==> config.mk <==
export PLATFORM = sky130hd
export DESIGN_NAME = branch_predict_resolve_flat
export DESIGN_NICKNAME = d
export VERILOG_FILES = /design/src/rtl/branch_predict_resolve_if.sv /design/src/rtl/branch_predict_resolve.sv /design/src/flat_wrapper.sv
export SDC_FILE = /design/constraint.sdc
export NUM_CORES = 1
export LEC_CHECK = 0
export CAP_MARGIN = 20
export CORE_ASPECT_RATIO = 1.2
export CORE_UTILIZATION = 46
export CTS_BUF_LIST = sky130_fd_sc_hd__clkbuf_4 sky130_fd_sc_hd__clkbuf_8 sky130_fd_sc_hd__clkbuf_16
export DETAILED_ROUTE_END_ITERATION = 8
export GPL_TIMING_DRIVEN = 0
export HOLD_SLACK_MARGIN = 0.03
export PLACE_DENSITY_LB_ADDON = 0.05
export SYNTH_ARGS = -nofsm -noshare
export SYNTH_HDL_FRONTEND = slang
export SYNTH_SLANG_ARGS = --single-unit
export TNS_END_PERCENT = 30
==> constraint.sdc <==
create_clock -name CLK -period 3.2 [get_ports CLK]
set_input_delay 0.32 -clock CLK [delete_from_list [all_inputs] [get_ports CLK]]
set_output_delay 0.32 -clock CLK [all_outputs]
set_load 0.01 [all_outputs]
==> src/rtl/branch_predict_resolve_if.sv <==
// Bus bundle between the fetch/execute stages and branch_predict_resolve.
// master drives the lookup PC and resolution requests; slave returns the prediction and results.
interface branch_predict_resolve_if;
    logic [31:0] pred_pc;
    logic        pred_taken;
    logic        res_valid;
    logic        res_ready;
    logic [31:0] res_pc;
    logic [2:0]  res_funct3;
    logic        res_pred_taken;
    logic        br_eq;
    logic        br_lt;
    logic        br_ltu;
    logic        taken_q;
    logic        done_q;
    logic        mispredict;
    logic        illegal_br;
    logic [15:0] mispred_cnt;

    modport master (
        output pred_pc, res_valid, res_pc, res_funct3, res_pred_taken, br_eq, br_lt, br_ltu,
        input  pred_taken, res_ready, taken_q, done_q, mispredict, illegal_br, mispred_cnt
    );

    modport slave (
        input  pred_pc, res_valid, res_pc, res_funct3, res_pred_taken, br_eq, br_lt, br_ltu,
        output pred_taken, res_ready, taken_q, done_q, mispredict, illegal_br, mispred_cnt
    );
endinterface

==> src/rtl/branch_predict_resolve.sv <==
// Branch resolution, mispredict detection and a 2-bit saturating-counter BHT.
// Optional macro BHT_BYPASS_EN forwards a same-cycle update to the fetch lookup.
module branch_predict_resolve #(
    parameter int unsigned IDX_BITS = 4,
    parameter logic [1:0]  INIT_CTR = 2'b01
) (
    input logic                    CLK,
    input logic                    RST,
    branch_predict_resolve_if.slave bus
);
    localparam int unsigned DEPTH = 2 ** IDX_BITS;

    typedef enum logic {
        ST_INIT,
        ST_RUN
    } state_e;

    state_e              state_q, state_d;
    logic [IDX_BITS-1:0] init_idx_q, init_idx_d;
    logic [1:0]          bht_q [DEPTH];

    logic [IDX_BITS-1:0] pred_idx, res_idx, wr_idx;
    logic [1:0]          res_ctr, upd_ctr, wr_ctr;
    logic                wr_en, accept, legal, taken, mis;
    logic                pred_taken;

    logic                taken_q, done_q, mispredict_q, illegal_q;
    logic [15:0]         mispred_cnt_q, mispred_cnt_d;

    logic                unused_pc_bits;

    assign pred_idx = bus.pred_pc[IDX_BITS+1:2];
    assign res_idx  = bus.res_pc[IDX_BITS+1:2];
    assign unused_pc_bits = ^{bus.pred_pc[31:IDX_BITS+2], bus.pred_pc[1:0],
                              bus.res_pc[31:IDX_BITS+2], bus.res_pc[1:0]};

    assign bus.res_ready = (state_q == ST_RUN);
    assign accept        = bus.res_valid && bus.res_ready;

    // NOTE: every always_comb output gets a default first so no path can infer a latch.
    always_comb begin
        taken = 1'b0;
        legal = 1'b1;
        case (bus.res_funct3)
            3'b000:  taken = bus.br_eq;
            3'b001:  taken = !bus.br_eq;
            3'b100:  taken = bus.br_lt;
            3'b101:  taken = !bus.br_lt;
            3'b110:  taken = bus.br_ltu;
            3'b111:  taken = !bus.br_ltu;
            default: legal = 1'b0;
        endcase
    end

    assign res_ctr = bht_q[res_idx];
    assign upd_ctr = taken ? ((res_ctr == 2'b11) ? res_ctr : res_ctr + 2'd1)
                           : ((res_ctr == 2'b00) ? res_ctr : res_ctr - 2'd1);
    assign mis     = legal && (taken != bus.res_pred_taken);

    always_comb begin
        pred_taken = 1'b0;
        if (state_q == ST_RUN) begin
            pred_taken = bht_q[pred_idx][1];
`ifdef BHT_BYPASS_EN
            if (accept && legal && (pred_idx == res_idx))
                pred_taken = upd_ctr[1];
`endif
        end
    end

    // Single table write port shared by the init sweep and resolution training.
    always_comb begin
        state_d    = state_q;
        init_idx_d = init_idx_q;
        wr_en      = 1'b0;
        wr_idx     = init_idx_q;
        wr_ctr     = INIT_CTR;
        case (state_q)
            ST_INIT: begin
                wr_en      = 1'b1;
                init_idx_d = init_idx_q + 1'b1;
                if (&init_idx_q)
                    state_d = ST_RUN;
            end
            ST_RUN: begin
                if (accept && legal) begin
                    wr_en  = 1'b1;
                    wr_idx = res_idx;
                    wr_ctr = upd_ctr;
                end
            end
            default: state_d = ST_INIT;
        endcase
    end

    assign mispred_cnt_d = (accept && mis && (mispred_cnt_q != 16'hFFFF))
                           ? mispred_cnt_q + 16'd1 : mispred_cnt_q;

    // NOTE: sequential state uses non-blocking assignments so every register samples pre-edge values.
    always_ff @(posedge CLK) begin
        if (RST) begin
            state_q       <= ST_INIT;
            init_idx_q    <= '0;
            taken_q       <= 1'b0;
            done_q        <= 1'b0;
            mispredict_q  <= 1'b0;
            illegal_q     <= 1'b0;
            mispred_cnt_q <= '0;
        end else begin
            state_q       <= state_d;
            init_idx_q    <= init_idx_d;
            if (accept)
                taken_q <= taken;
            done_q        <= accept;
            mispredict_q  <= accept && mis;
            illegal_q     <= accept && !legal;
            mispred_cnt_q <= mispred_cnt_d;
        end
    end

    // NOTE: the table has no reset term; the INIT sweep fills it, which keeps it mappable to RAM.
    always_ff @(posedge CLK) begin
        if (wr_en && !RST)
            bht_q[wr_idx] <= wr_ctr;
    end

    assign bus.pred_taken  = pred_taken;
    assign bus.taken_q     = taken_q;
    assign bus.done_q      = done_q;
    assign bus.mispredict  = mispredict_q;
    assign bus.illegal_br  = illegal_q;
    assign bus.mispred_cnt = mispred_cnt_q;
endmodule

==> src/flat_wrapper.sv <==
// flat-port wrapper written by rule: the top's interface ports become plain ports
module branch_predict_resolve_flat 
#(
    parameter int unsigned IDX_BITS = 4,
    parameter logic [1:0]  INIT_CTR = 2'b01
)
  (CLK, RST, bus_pred_pc, bus_res_valid, bus_res_pc, bus_res_funct3, bus_res_pred_taken, bus_br_eq, bus_br_lt, bus_br_ltu, bus_pred_taken, bus_res_ready, bus_taken_q, bus_done_q, bus_mispredict, bus_illegal_br, bus_mispred_cnt);
  branch_predict_resolve_if bus_i ();
  input logic CLK;
  input logic RST;
  input wire logic [$bits(bus_i.pred_pc)-1:0] bus_pred_pc;
  input wire logic [$bits(bus_i.res_valid)-1:0] bus_res_valid;
  input wire logic [$bits(bus_i.res_pc)-1:0] bus_res_pc;
  input wire logic [$bits(bus_i.res_funct3)-1:0] bus_res_funct3;
  input wire logic [$bits(bus_i.res_pred_taken)-1:0] bus_res_pred_taken;
  input wire logic [$bits(bus_i.br_eq)-1:0] bus_br_eq;
  input wire logic [$bits(bus_i.br_lt)-1:0] bus_br_lt;
  input wire logic [$bits(bus_i.br_ltu)-1:0] bus_br_ltu;
  output wire logic [$bits(bus_i.pred_taken)-1:0] bus_pred_taken;
  output wire logic [$bits(bus_i.res_ready)-1:0] bus_res_ready;
  output wire logic [$bits(bus_i.taken_q)-1:0] bus_taken_q;
  output wire logic [$bits(bus_i.done_q)-1:0] bus_done_q;
  output wire logic [$bits(bus_i.mispredict)-1:0] bus_mispredict;
  output wire logic [$bits(bus_i.illegal_br)-1:0] bus_illegal_br;
  output wire logic [$bits(bus_i.mispred_cnt)-1:0] bus_mispred_cnt;
  assign bus_i.pred_pc = bus_pred_pc;
  assign bus_i.res_valid = bus_res_valid;
  assign bus_i.res_pc = bus_res_pc;
  assign bus_i.res_funct3 = bus_res_funct3;
  assign bus_i.res_pred_taken = bus_res_pred_taken;
  assign bus_i.br_eq = bus_br_eq;
  assign bus_i.br_lt = bus_br_lt;
  assign bus_i.br_ltu = bus_br_ltu;
  assign bus_pred_taken = bus_i.pred_taken;
  assign bus_res_ready = bus_i.res_ready;
  assign bus_taken_q = bus_i.taken_q;
  assign bus_done_q = bus_i.done_q;
  assign bus_mispredict = bus_i.mispredict;
  assign bus_illegal_br = bus_i.illegal_br;
  assign bus_mispred_cnt = bus_i.mispred_cnt;
  branch_predict_resolve #(.IDX_BITS(IDX_BITS), .INIT_CTR(INIT_CTR)) u_core (.CLK(CLK), .RST(RST), .bus(bus_i));
endmodule
==> results.yml, run 1 <==
cells_and_area:
  syn_to_final_growth_pct: 22.5
  final_cells: 387
  post_route_cells_drive_above_1_share_pct: 15.4
  nets: 376
  n_antenna_cell: 0
  final_area_sq_mm: 0.00352
  fill_cells: 536
clock_tree:
  clockBufferDepth: 2
  cts_max_level: 3
  clk_latency_ns: 0.34
  cts_setup_buffers: 0
  cts_tree: "built"
  clock_sinks: 57
  cts_buffers: 9
  cts.hold.buffers_added: 0
  cts.clk_slew.worst_paths_ns: 0.06
  ctsResizeCount: 0
  cts-root-buf: "clkbuf_8"
floorplanning:
  initial_core_util_pct: 47.8
  die_area_sq_mm: 0.00656
  ios: 96
  chipWidth_microns: 74.1
  core_area_sq_mm: 0.00601
  die_y_microns: 88.6
  rows: 31
synthesis:
  syn_nets: 327
  synth_cells: 251
  ys_dominant_reg_cell: "edfxtp_1"
  synth_area_sq_mm: 0.00287
  synth_edf_count: 32
  seq_area_frac_synth_pct: 50.9
  synth_seq_cells: 57
  avgSynthCellArea_sq_um: 11.4
  synthArstFlopShare_pct: 0
  ys_warn_count: 0
  yosysUniqueCellTypes: 44
worst_setup_path:
  worst-endpoint-required_ns: 2.88
  cp-start-kind: "input pin"
  worstPathMaxFanout: 4
  path_class: "input pin to primary output"
  crit_path_end_kind: "primary output"
  crit_arrival_ns: 2.59
drt:
  final_antenna_net_count: 0
  wirelength_microns: 6080
  drt_iter0_drc: 145
  wl_per_cell_microns: 15.7
  vias: 2119
  remaining_drc_errors: 0
  routed_via_density: 5.48
  drt_first_pass_iters: 4
power:
  ir_drop_mv: 0.276
  power.density_mw_per_mm2: 420
  finalPower_mw: 1.48
  power.leakage_nw: 1.23
timing:
  relSlewSlack_pct: 58.1
  slew_viol_final: 0
  rsz0062_at_grt: "no"
  min_period_ns: 2.91
  min_period_over_period_pct: 91.0
  setup_viol: 0
  fmax_mhz: 343
  worst_pin_slew_ns: 0.624
  hold_viol: 0
  skew_ns: 0.00687
placed_design:
  dp_hpwl_microns: 4520
  placed_cell_area_sq_mm: 0.00335
  gp_congestion: 0.760
  post-place-cells: 371
  portBuffers: 37
global_route:
  antenna_found_initial: 0
  grt_pass1_vias: 1990
  grt_start_max_net_pins: 17
  grt_overflow: 0
  grt_pass1_wl_microns: 9600
  grt_use_total_pct: 20.7
run:
  drv_cap: 0
worst_hold_path:
  hold_path.class: "flip-flop to flip-flop"
run_status:
  status: "complete, no violations"
path summary, 6_finish.rpt:
path / cells after the start / from / endpoint / slack [ns]
max: 5 / bus_pred_pc[2] / bus_pred_taken / 0.29
min: 2 / u_core.bus.taken_q / u_core.bus.taken_q / 0.50
max reg2reg: 6 / u_core.bht_q[7][0] / u_core.bht_q[14][0] / 0.84
min reg2reg: 2 / u_core.bus.taken_q / u_core.bus.taken_q / 0.50
synth_stat cells (4+ instances only):
| cell type | n | area, sq um |
|---|---|---|
| edfxtp_1 | 32 | 961 |
| or3_1 | 4 | 25.0 |
| dfxtp_1 | 25 | 500 |
| mux2i_1 | 9 | 90.1 |
| nor2b_1 | 12 | 75.1 |
| nand3_1 | 6 | 30.0 |
| mux4_2 | 13 | 293 |
| inv_1 | 7 | 26.3 |
| clkbuf_1 | 5 | 18.8 |
| o21ai_0 | 4 | 20.0 |
| a31oi_1 | 6 | 37.5 |
| nand2_1 | 10 | 37.5 |
| nand4_1 | 6 | 37.5 |
| xnor2_1 | 7 | 61.3 |
| a21oi_1 | 11 | 55.1 |
| nor3_1 | 6 | 30.0 |
| nor2_1 | 39 | 146 |
layer usage:
| layer | global-route usage, % | wire length (microns) |
|---|---|---|
| met3 | 6.49 | 243 |
| met1 | 23.3 | 2480 |
| met2 | 35.4 | 3250 |
| met4 | 9.97 | 112 |
| met5 | 0 | 0 |
cell type report:
class / instances / area [sq um] / area share (%)
multi-input cells: 176 / 1320 / 37.5
repair buffers: 38 / 378 / 10.7
well taps: 82 / 103 / 2.92
clock buffers: 10 / 131 / 3.73
clock inverters: 6 / 35.0 / 0.996
plain buffers: 11 / 65.1 / 1.85
inverters: 7 / 26.3 / 0.747
flip-flops and latches: 57 / 1460 / 41.5
where the power goes:
group / internal [mW] / switching, mW / leakage (nW)
logic: 0.0593 / 0.0622 / 0.626
registers: 0.773 / 0.00640 / 0.517
clock network: 0.283 / 0.293 / 0.0852
total: 1.12 / 0.362 / 1.23
metrics by stage:
step / TNS, ns / setup WS [ns] / hold slack, ns / util, %
5_1_grt: 0 / 0.131 / 0.533 / 58.5
4_1_cts: 0 / 0.275 / 0.494 / 58.5
6_report: 0 / 0.288 / 0.501 / 58.5
2_1_floorplan: 0 / 0.619 / 0.483 / -
3_5_place_dp: -0.0969 / -0.0122 / 0.492 / 55.8
3_3_place_gp: -12.86 / -0.804 / 0.481 / 55.6
critical path, stage by stage:
cell	delay, ns
clkdlybuf4s50_1	0.61
mux4_2	0.54
mux4_2	0.46
and2_1	0.18
clkdlybuf4s50_1	0.48
state kept, by name, summed over array words and instances (netlist names):
signal / flops
u_core.bht_q: 32
u_core.bus.done_q: 1
u_core.bus.illegal_br: 1
u_core.bus.mispred_cnt: 16
u_core.bus.mispredict: 1
u_core.bus.res_ready: 1
u_core.bus.taken_q: 1
u_core.init_idx_q: 4
placed cells by master, fill, tap and decap left out, types with 9 or more instances in the layout:
master | netlist | final
a21oi_1 | 11 | 11
nor2b_1 | 12 | 12
mux4_2 | 13 | 13
mux2i_1 | 9 | 9
dfxtp_1 | 25 | 25
clkbuf_8 | 0 | 9
clkdlybuf4s50_1 | 0 | 37
edfxtp_1 | 32 | 32
nor2_1 | 39 | 39
nand2_1 | 10 | 10
cell families after synthesis:
| logic type | after synthesis | share of synthesized area [%] |
|---|---|---|
| compound gates | 30 | 6.54 |
| buf+inv | 18 | 3.18 |
| mux | 28 | 16.2 |
| flops | 57 | 50.9 |
| simple gates | 104 | 18.6 |
| xor+xnor | 10 | 3.05 |
| fa+ha+maj | 4 | 1.57 |
(Power assumes the default switching activity.)
==> run 2: changes to the inputs <==
--- a/config.mk
+++ b/config.mk
@@ -7,6 +7,7 @@
 export LEC_CHECK = 0
 export CAP_MARGIN = 20
 export CORE_ASPECT_RATIO = 1.2
+export CORE_MARGIN = 5
 export CORE_UTILIZATION = 46
 export CTS_BUF_LIST = sky130_fd_sc_hd__clkbuf_4 sky130_fd_sc_hd__clkbuf_8 sky130_fd_sc_hd__clkbuf_16
 export DETAILED_ROUTE_END_ITERATION = 8
==> results.yml, run 2 (synthesized netlist as in run 1, its figures left out) <==
run_status:
  status: "complete, no violations"
cells_and_area:
  post_route_cells_drive_above_1_share_pct: 15.1
  n_antenna_cell: 0
  fill_cells: 550
  largest_reg_flops: 32
  syn_to_final_growth_pct: 23.4
  nets: 376
  layout_common_cells: "nor2_1, clkdlybuf4s50_1, edfxtp_1, dfxtp_1, mux4_2"
  regMostFlops: "u_core.bht_q"
  final_area_sq_mm: 0.00354
  final_common_cell: "nor2_1"
floorplanning:
  rows: 31
  chipWidth_microns: 82.1
  initial_core_util_pct: 47.5
  ios: 96
  core_area_sq_mm: 0.00605
  die_area_sq_mm: 0.00793
  die_y_microns: 96.6
timing:
  worst_pin_slew_ns: 0.631
  min_period_ns: 2.91
  fmax_mhz: 343
  skew_ns: 0.00960
  min_period_over_period_pct: 91.0
  whs_ns: 0.487
  rsz0062_at_grt: "no"
  layout_setup_ws_ns: 0.289
  hold_viol: 0
  relSlewSlack_pct: 57.7
  setup_viol: 0
  slew_viol_final: 0
clock_tree:
  ctsResizeCount: 0
  cts.hold.buffers_added: 0
  cts-root-buf: "clkbuf_8"
  cts_buffers: 9
  clk_latency_ns: 0.34
  clock_sinks: 57
  cts_tree: "built"
  cts_setup_buffers: 0
  clockBufferDepth: 2
  cts_max_level: 3
  cts.clk_slew.worst_paths_ns: 0.06
placed_design:
  place_ws_ns: -0.0556
  dp_hpwl_microns: 4700
  portBuffers: 37
  gp_congestion: 0.766
  placed_cell_area_sq_mm: 0.00335
drt:
  dr.max_layer_used: "met4"
  vias: 2087
  drt_iter0_drc: 61
  wirelength_microns: 6240
  wl_met3_microns: 361
  remaining_drc_errors: 0
  final_antenna_net_count: 0
  wl_per_cell_microns: 16.1
  drt_first_pass_iters: 4
  routed_via_density: 5.39
  wl_met1_microns: 2500
  met2WireLength_microns: 3200
worst_setup_path:
  max_stage_delay_ns: 0.62
  timing.rr.start: "u_core.bht_q[7][0]"
  cpMaxStageDelayCell: "clkdlybuf4s50_1"
  worstPathMaxFanout: 4
  crit_path_end_kind: "primary output"
  crit_arrival_ns: 2.59
  cp-start-kind: "input pin"
  critPathBufInv: 2
  crit_path_cell_trace: "clkdlybuf4s50_1, mux4_2, mux4_2, and2_1, clkdlybuf4s50_1"
  worst-endpoint-required_ns: 2.88
  crit_start: "bus_pred_pc[2]"
  path_class: "input pin to primary output"
  critPathTopFamily: "buffers and inverters"
worst_hold_path:
  min-delay-start: "u_core.bus.taken_q"
  hold_path.class: "flip-flop to flip-flop"
power:
  ir_drop_mv: 0.273
  power.leakage_nw: 1.24
  power.density_mw_per_mm2: 438
global_route:
  grt_overflow: 0
  grt_pass1_vias: 2126
  grt_pass1_wl_microns: 9960
  grt_start_max_net_pins: 17
  grt_use_total_pct: 17.5
  antenna_found_initial: 0
run:
  drv_cap: 0
-- run 2: path summary, 6_finish.rpt --
kind,cells after the start,endpoint,slack (ns)
worst min register to register,2,u_core.bus.taken_q,0.49
worst max-delay path,5,bus_pred_taken,0.29
worst max register to register,6,u_core.bht_q[8][0],0.79
worst min-delay path,2,u_core.bus.taken_q,0.49
-- run 2: area by class of cell --
cell class	count	area, sq um	area share (%)
plain buffers	11	65.1	1.84
clock buffers	10	131	3.71
clock inverters	6	58.8	1.66
inverters	7	26.3	0.742
multi-input cells	176	1320	37.2
flip-flops and latches	57	1460	41.3
well taps	82	103	2.90
repair buffers	38	378	10.7
-- run 2: metal layers --
layer | vias up | GRT usage, %
met4 | 0 | 10.5
met1 | 987 | 18.9
met5 | - | 0
met2 | 55 | 30.3
met3 | 14 | 4.55
li1 | 1031 | -
-- run 2: worst min-delay path, delay by kind of cell (launching register included) --
family	cells	cell delay [ns]
compound gates	1	0.06
flops	1	0.33
simple gates	1	0.07
-- run 2: through the flow --
step | cells | setup TNS [ns] | utilization [%] | total power [mW]
2_1_floorplan | 251 | 0 | - | 0.871
3_3_place_gp | 370 | -13.45 | 55.3 | 0.916
3_5_place_dp | 371 | -0.444 | 55.4 | 0.917
4_1_cts | 387 | 0 | 58.5 | 1.57
5_1_grt | 387 | 0 | 58.5 | 1.61
6_report | 387 | 0 | 58.5 | 1.55
-- run 2: report_power, final --
part | internal (mW) | leakage (nW) | switching, mW | total (mW)
registers | 0.773 | 0.517 | 0.00623 | 0.779
clock network | 0.362 | 0.0931 | 0.290 | 0.653
logic | 0.0593 | 0.626 | 0.0619 | 0.121
total | 1.19 | 1.24 | 0.359 | 1.55
==> run 3: changes to the inputs <==
--- a/config.mk
+++ b/config.mk
@@ -14,6 +14,7 @@
 export GPL_TIMING_DRIVEN = 0
 export HOLD_SLACK_MARGIN = 0.03
 export PLACE_DENSITY_LB_ADDON = 0.05
+export SLEW_MARGIN = 30
 export SYNTH_ARGS = -nofsm -noshare
 export SYNTH_HDL_FRONTEND = slang
 export SYNTH_SLANG_ARGS = --single-unit
==> results.yml, run 3 (synthesized netlist as in run 1, its figures left out) <==
run_status:
  status: "complete, no violations"
global_route:
  antenna_found_initial: 0
  grt_overflow: 0
  grt_pass1_vias: 2096
  grt_start_max_net_pins: 17
  grt_use_total_pct: 17.2
  grt_pass1_wl_microns: 9850
placed_design:
  post-place-cells: 370
  placed_cell_area_sq_mm: 0.00335
  portBuffers: 37
  dp_hpwl_microns: 4660
  gp_congestion: 0.766
timing:
  fmax_mhz: 346
  rsz0062_at_grt: "no"
  slew_viol_final: 0
  relSlewSlack_pct: 58.0
  fin_tns_setup_ns: 0
  whs_ns: 0.491
  min_period_ns: 2.89
  setup_viol: 0
  worst_pin_slew_ns: 0.630
  hold_viol: 0
  min_period_over_period_pct: 90.4
  skew_ns: 0.00811
worst_setup_path:
  cp-start-kind: "input pin"
  crit_path_end_kind: "primary output"
  path_class: "input pin to primary output"
  worst-endpoint-required_ns: 2.88
  crit_arrival_ns: 2.57
  worstPathMaxFanout: 4
drt:
  final_antenna_net_count: 0
  remaining_drc_errors: 0
  drt_iter0_drc: 79
  wirelength_microns: 6240
  routed_via_density: 5.46
  drt_first_pass_iters: 4
  wl_per_cell_microns: 16.2
  vias: 2106
power:
  power.density_mw_per_mm2: 458
  clkPwrFrac_pct: 44.8
  switching_share_pct: 21.9
  p_int_mw: 1.27
  ir_drop_mv: 0.330
  p_comb_share_pct: 7.4
  netSwitchingPower_mw: 0.357
  seqPwrFrac_pct: 47.8
  power.leakage_nw: 1.25
clock_tree:
  cts_tree: "built"
  cts.hold.buffers_added: 0
  cts_buffers: 9
  cts_max_level: 3
  clock_sinks: 57
  clk_latency_ns: 0.34
  ctsResizeCount: 0
  cts.clk_slew.worst_paths_ns: 0.06
  cts_setup_buffers: 0
  clockBufferDepth: 2
  cts-root-buf: "clkbuf_8"
worst_hold_path:
  hold_path.class: "flip-flop to flip-flop"
floorplanning:
  die_y_microns: 96.6
  initial_core_util_pct: 47.5
  core_area_sq_mm: 0.00605
  chipWidth_microns: 82.1
  die_area_sq_mm: 0.00793
  rows: 31
  ios: 96
cells_and_area:
  largest_reg_flops: 32
  final_area_sq_mm: 0.00356
  fill_cells: 563
  layout_common_cells: "nor2_1, clkdlybuf4s50_1, edfxtp_1, dfxtp_1, mux4_2"
  syn_to_final_growth_pct: 24.1
  regMostFlops: "u_core.bht_q"
  nets: 375
  final_common_cell: "nor2_1"
  n_antenna_cell: 0
  post_route_cells_drive_above_1_share_pct: 15.5
  final_cells: 386
run:
  drv_cap: 0
[run 3: cell count changes in the layout (fill, tap and decap cells not counted)]
cell and delta:
clkinvlp_4 -1, o21ai_2 +1, clkinv_1 -1, clkinv_2 +1
buf_4 -1, bufinv_16 +1, o21ai_1 -1
[run 3: layout make-up]
cell class                 count  area [sq um]  share of cell area, %
buffer                        11          65.1                   1.83
clock buffer                  10           131                   3.69
clock inverter                 6          82.6                   2.32
inverter                       7          26.3                  0.738
multi-input combinational    176          1320                   37.1
sequential                    57          1460                   41.0
tap                           82           103                   2.88
timing repair buffer          37           370                   10.4
[run 3: power groups by stage]
stage          sequential, mW  clock [mW]  combinational [mW]
5_1_grt                 0.780       0.783               0.132
6_report                0.779       0.731               0.121
2_1_floorplan           0.793           0              0.0775
4_1_cts                 0.779       0.744               0.122
3_3_place_gp            0.795           0               0.121
3_5_place_dp            0.795           0               0.122
[run 3: per-stage QoR]
step	utilization, %	power, mW	setup WS (ns)
final	58.9	1.63	0.306
after global routing	58.9	1.69	0.223
after CTS	58.9	1.65	0.291
after detailed placement	55.3	0.917	0.0622
after global placement	55.3	0.916	-0.841
after floorplan	-	0.871	0.619
[run 3: path summary, 6_finish.rpt]
path              slack [ns]                  to  cells past startpoint          startpoint
hold reg to reg         0.49  u_core.bus.taken_q                      2  u_core.bus.taken_q
setup / recovery        0.31      bus_pred_taken                      5      bus_pred_pc[2]
setup reg to reg        0.92  u_core.bht_q[8][0]                      5  u_core.bht_q[7][0]
hold / removal          0.49  u_core.bus.taken_q                      2  u_core.bus.taken_q
[run 3: layer usage]
layer / GRT usage [%] / up-vias / wire length, microns
li1: - / 1036 / -
met1: 18.8 / 1002 / 2510
met2: 29.6 / 55 / 3240
met3: 4.64 / 13 / 333
met4: 10.4 / 0 / 161
met5: 0 / - / 0
[run 3: worst max-delay path: stages]
cell and delay [ns]:
clkdlybuf4s50_1 0.61, mux4_2 0.53, mux4_2 0.46, and2_1 0.18, clkdlybuf4s50_1 0.48
